==> config.mk <==
export PLATFORM = sky130hd
export DESIGN_NAME = nonce_sequencer
export DESIGN_NICKNAME = d
export VERILOG_FILES = /design/src/rtl/nonce_sequencer.sv
export SDC_FILE = /design/constraint.sdc
export NUM_CORES = 1
export LEC_CHECK = 0
export CAP_MARGIN = 40
export CELL_PAD_IN_SITES_DETAIL_PLACEMENT = 0
export CELL_PAD_IN_SITES_GLOBAL_PLACEMENT = 1
export CORE_AREA = 8 8 154 127
export CTS_CLUSTER_DIAMETER = 30
export CTS_CLUSTER_SIZE = 25
export DETAILED_ROUTE_END_ITERATION = 6
export DIE_AREA = 0 0 162 135
export HOLD_SLACK_MARGIN = 0.15
export PLACE_DENSITY_LB_ADDON = 0.3
export SYNTH_ARGS = -nofsm -noshare
export SYNTH_HDL_FRONTEND = slang
export SYNTH_SLANG_ARGS = --single-unit
==> constraint.sdc <==
create_clock -name clk -period 2.9 [get_ports clk]
set_input_delay 0.29 -clock clk [delete_from_list [all_inputs] [get_ports clk]]
set_output_delay 0.29 -clock clk [all_outputs]
set_load 0.01 [all_outputs]
==> src/rtl/nonce_sequencer.sv <==
// nonce_sequencer: issues nonces to the hash core on phase 0 and checks each hash against the target on the last phase
module nonce_sequencer #(
   parameter int PERIOD  = 34,
   parameter int NONCE_W = 32,
   parameter int HASH_W  = 24,
   parameter int TGT_W   = 8
) (
   input  logic               clk,
   input  logic               reset,
   input  logic [5:0]         counter,
   input  logic               start,
   input  logic [NONCE_W-1:0] nonce_first,
   input  logic [NONCE_W-1:0] nonce_last,
   input  logic [TGT_W-1:0]   target,
   input  logic [HASH_W-1:0]  hash_in,
   input  logic               ack,
   output logic [NONCE_W-1:0] nonce,
   output logic               nonce_valid,
   output logic               busy,
   output logic               found,
   output logic [NONCE_W-1:0] found_nonce,
   output logic               done
);
   localparam logic [2:0] IDLE      = 3'd0;
   localparam logic [2:0] ALIGN     = 3'd1;
   localparam logic [2:0] RUN       = 3'd2;
   localparam logic [2:0] DONE_HIT  = 3'd3;
   localparam logic [2:0] DONE_MISS = 3'd4;
   localparam logic [5:0] PH_LAST   = 6'(PERIOD - 1);

   logic [2:0]         state, state_nx;
   logic [NONCE_W-1:0] last_q;
   logic [TGT_W-1:0]   target_q;
   logic               ph0, phl, hit, at_last;

   // MSBs < target is the same as the full hash < target shifted up to the MSBs
   always_comb begin
      ph0      = counter == 6'd0;
      phl      = counter == PH_LAST;
      hit      = hash_in < {target_q, {(HASH_W-TGT_W){1'b0}}};
      at_last  = nonce == last_q;
      state_nx = state;
      case (state)
         IDLE:                state_nx = start ? ALIGN : IDLE;
         ALIGN:               state_nx = phl ? RUN : ALIGN;
         RUN:                 state_nx = !phl ? RUN : hit ? DONE_HIT : at_last ? DONE_MISS : RUN;
         DONE_HIT, DONE_MISS: state_nx = ack ? IDLE : state;
         default:             state_nx = IDLE;
      endcase
   end

   always_ff @(posedge clk) begin
      if (reset) begin
         state       <= IDLE;
         nonce       <= '0;
         nonce_valid <= 1'b0;
         busy        <= 1'b0;
         found       <= 1'b0;
         found_nonce <= '0;
         done        <= 1'b0;
         last_q      <= '0;
         target_q    <= '0;
      end else begin
         state       <= state_nx;
         busy        <= state_nx == ALIGN || state_nx == RUN;
         found       <= state_nx == DONE_HIT;
         done        <= state_nx == DONE_HIT || state_nx == DONE_MISS;
         nonce_valid <= state == RUN && ph0;
         if (state == IDLE && start) begin
            nonce    <= nonce_first;
            last_q   <= nonce_last;
            target_q <= target;
         end
         if (state == RUN && phl) begin
            if (hit) found_nonce <= nonce;
            else if (!at_last) nonce <= nonce + 1'b1;
         end
      end
   end
endmodule

==> results.md <==
* Global Route met1 Usage at 0.255
* Post-CTS sizing at 0
* Hold_sp: reset
* DR DRC count at 0
* Cells after Synth at 733
* Worst IR Drop VDD at 0.316 mV
* Reg power frac at 0.442
* Status: complete, no violations
* CP Max Fanout at 45
* Total Routing Usage GR at 0.178
* Worst-Margin Slew at 0.492 ns
* Worst setup EP type: register
* Area leader, netlist: dfxtp_1
* Design Power at 3.74 mW
* Core area at 17000 um^2
* Die footprint at 21900 um^2
* CTS tree: built
* Reg2reg setup slack at 0.41 ns
* Period utilization at 0.859
* Max clock buf depth at 2
* Most Crowded Layer GR: met1
* GR Util met3 at 0.0496
* Post-Layout Inst Area at 7910 um^2
* RSZ-0062 raised after global routing: false
* WL/cell at 17.9 um
* Switching share of power at 0.259
* # diodes at 0
* Logic pwr share at 0.171
* Routability cong. at 0.818
* Port buffer count at 157
* Hold Crit Endpoint: found_nonce[22]
* Lkg Pwr at 2.91 nW
* Share of Yosys cell area claimed by the top area cell type at 0.394
* Final Hold Viols at 0
* Post-Place Cell Area at 7560 um^2
* Antenna-violating nets left at 0
* Final Max Tran Viols at 0
* Starting density of the core at 0.332
* Routed via count at 5571
* Setup_tns at 0 ns
* Largest net degree at the start of global routing at 79
* Final setup viols at 0
* Worst R2R Start: target_q[2]
* CTS clk-pin slew, worst paths at 0.07 ns
* Post-CTS setup repair buffer count at 0
* Reg2Reg Depth at 9
* Post-synth EDFFs at 0
* Yosys Warn Count at 0
* Layout Nets at 992
* Clock latency on the worst-skew pair at 0.36 ns
* Clock root buffer: clkbuf_16
* Post-synth top flop: dfxtp_1
* Vias in the first global route at 5374
* I/O pin count at 174
* Congestion Overflow GR at 0
* Share of cells above drive strength 1 at 0.0872
* Hold path depth at 2
* Hold crit path type: input pin to register
* Cell row count at 43
* Drt pass-1 iters at 6
* Total CTS buffers at 9
* Area delta synth->final at 40.2%
* RR Endpoint: nonce[15]
* Required time of the critical path at 3.15 ns
* WS Path Type: register to register
* Critical Path AT at 2.74 ns
* Initial antenna violation count at 0
* Final WL at 19.9 mm
* DP HPWL at 14.8 mm
* Max-cap viol count at 0
* Met2 global-route usage at 0.251
* Post-CTS Hold Buffers at 0
* CP Launch Type: register
* Async SR Flop Fraction at 0
* Post-synthesis sequential area ratio at 0.394
* Yosys cell types at 56
* Synth top area cells: dfxtp_1 39%, nand2_1 12%, a21oi_1 8.8%
* Internal power at 2.77 mW
* Tmin final at 2.49 ns
* Max-Slew Margin vs Limit at 0.663
* Pwr dens at 472 nW/um^2
* Filler cells at 1759
* Starting DRT DRC Count at 483
* Syn Area/Cell at 7.69 um^2
* Fmax at 0.402 GHz
* Clk network pwr share at 0.387
* Synthesized Nets at 847
* # clock sinks at 111
* First-pass GRT wire length at 30.5 mm
* Chip Height at 135 um
* Net Switching at 0.969 mW
* Area of the mapped netlist at 5640 um^2
* Setup Skew at 0.00770 ns
* Vias per inst at 5.03
* Die X at 162 um
* CTS H-Tree Depth at 3
* FF+latch count, synth at 111
## flip-flops by register name, indices dropped and copies added (netlist names)
name	count
nonce	32
target_q	8
last_q	32
found_nonce	32
nonce_valid	1
done	1
state	3
busy	1
found	1
## stage by stage
| step | utilization | worst slack [ns] | instances | hold WS, ns |
|---|---|---|---|---|
| after floorplan | - | 0.798 | 733 | 0.365 |
| after global placement | 0.445 | 0.0943 | 1092 | 0.444 |
| after detailed placement | 0.445 | 0.0517 | 1092 | 0.447 |
| after CTS | 0.465 | 0.395 | 1108 | 0.324 |
| after global routing | 0.465 | 0.280 | 1108 | 0.335 |
| final | 0.465 | 0.410 | 1108 | 0.341 |
## layout by cell type, fill, tap and decap left out, drive strengths merged, types with 8 or more instances in the layout
cell | synthesis | final
dfxtp | 111 | 111
clkbuf | 34 | 10
a21oi | 100 | 100
nand4 | 14 | 14
xnor2 | 14 | 14
a2bb2oi | 16 | 16
inv | 15 | 15
nand2 | 181 | 181
nor4 | 14 | 14
ha | 8 | 8
buf | 28 | 40
nor3 | 11 | 11
xor2 | 35 | 35
clkdlybuf4s50 | 0 | 156
nand3 | 46 | 46
nor2 | 30 | 30
## area by class of cell
class	instances	area (um^2)	share of cell area
inverters	15	56.3	0.00712
clock buffers	10	239	0.0302
multi-input cells	545	3090	0.391
well taps	225	282	0.0356
flip-flops and latches	111	2220	0.281
clock inverters	6	108	0.0136
repair buffers	196	1910	0.242
## how the worst max path moves through the flow
stage | endpoint | slack [ns] | startpoint
detailed placement | nonce[15] | 0.05 | hash_in[18]
finish | nonce[15] | 0.41 | target_q[2]
floorplan | nonce[15] | 0.80 | target_q[5]
global route | nonce[15] | 0.28 | target_q[1]
CTS | nonce[15] | 0.40 | target_q[2]
global placement | nonce[15] | 0.09 | hash_in[18]
## Yosys cell counts, drive strengths merged, types with 2 or more instances
| cell | instances |
|---|---|
| inv | 15 |
| clkbuf | 34 |
| a2bb2oi | 16 |
| a2111oi | 2 |
| and4 | 2 |
| a22o | 2 |
| o211ai | 2 |
| nand2 | 181 |
| a211oi | 3 |
| o31a | 2 |
| nand3b | 2 |
| xnor2 | 14 |
| nand4 | 14 |
| nand3 | 46 |
| xor2 | 35 |
| dfxtp | 111 |
| nor2b | 6 |
| a31o | 3 |
| o221ai | 2 |
| and3 | 5 |
| nor2 | 30 |
| buf | 28 |
| a311oi | 2 |
| a31oi | 6 |
| and2 | 5 |
| a21oi | 100 |
| or3 | 2 |
| o21ai | 5 |
| a32oi | 3 |
| a21o | 3 |
| nor3b | 2 |
| nor4 | 14 |
| ha | 8 |
| nor3 | 11 |
| nand4b | 2 |
| nand2b | 4 |
## power by group through the flow
stage | sequential, mW | combinational, mW | clock [mW]
after floorplan | 1.68 | 0.310 | 0
after global placement | 1.69 | 0.637 | 0
after detailed placement | 1.69 | 0.639 | 0
after CTS | 1.65 | 0.642 | 1.48
after global routing | 1.66 | 0.697 | 1.54
final | 1.65 | 0.639 | 1.45
## critical path: stages (launching register included)
cell and delay, ns:
dfxtp_1 0.33, inv_1 0.04, ha_1 0.28, nand2_1 0.05, o21ai_0 0.37, a21oi_4 0.16, a211oi_4 0.34, buf_12 0.27
mux2_2 0.36, o21a_1 0.16
## metal layers
layer / share of wire / wire [um]
met4: 0.021 / 422
met3: 0.076 / 1520
met1: 0.50 / 9920
met2: 0.40 / 8010
met5: 0 / 0
## logic make-up after synthesis
group / after synthesis / synth area share
compound gates: 160 / 0.177
xor+xnor: 49 / 0.0761
fa+ha+maj: 8 / 0.0177
buf+inv: 77 / 0.0612
flops: 111 / 0.394
mux: 1 / 0.00200
simple gates: 327 / 0.272
No activity file was read; power rests on OpenSTA's default activity.
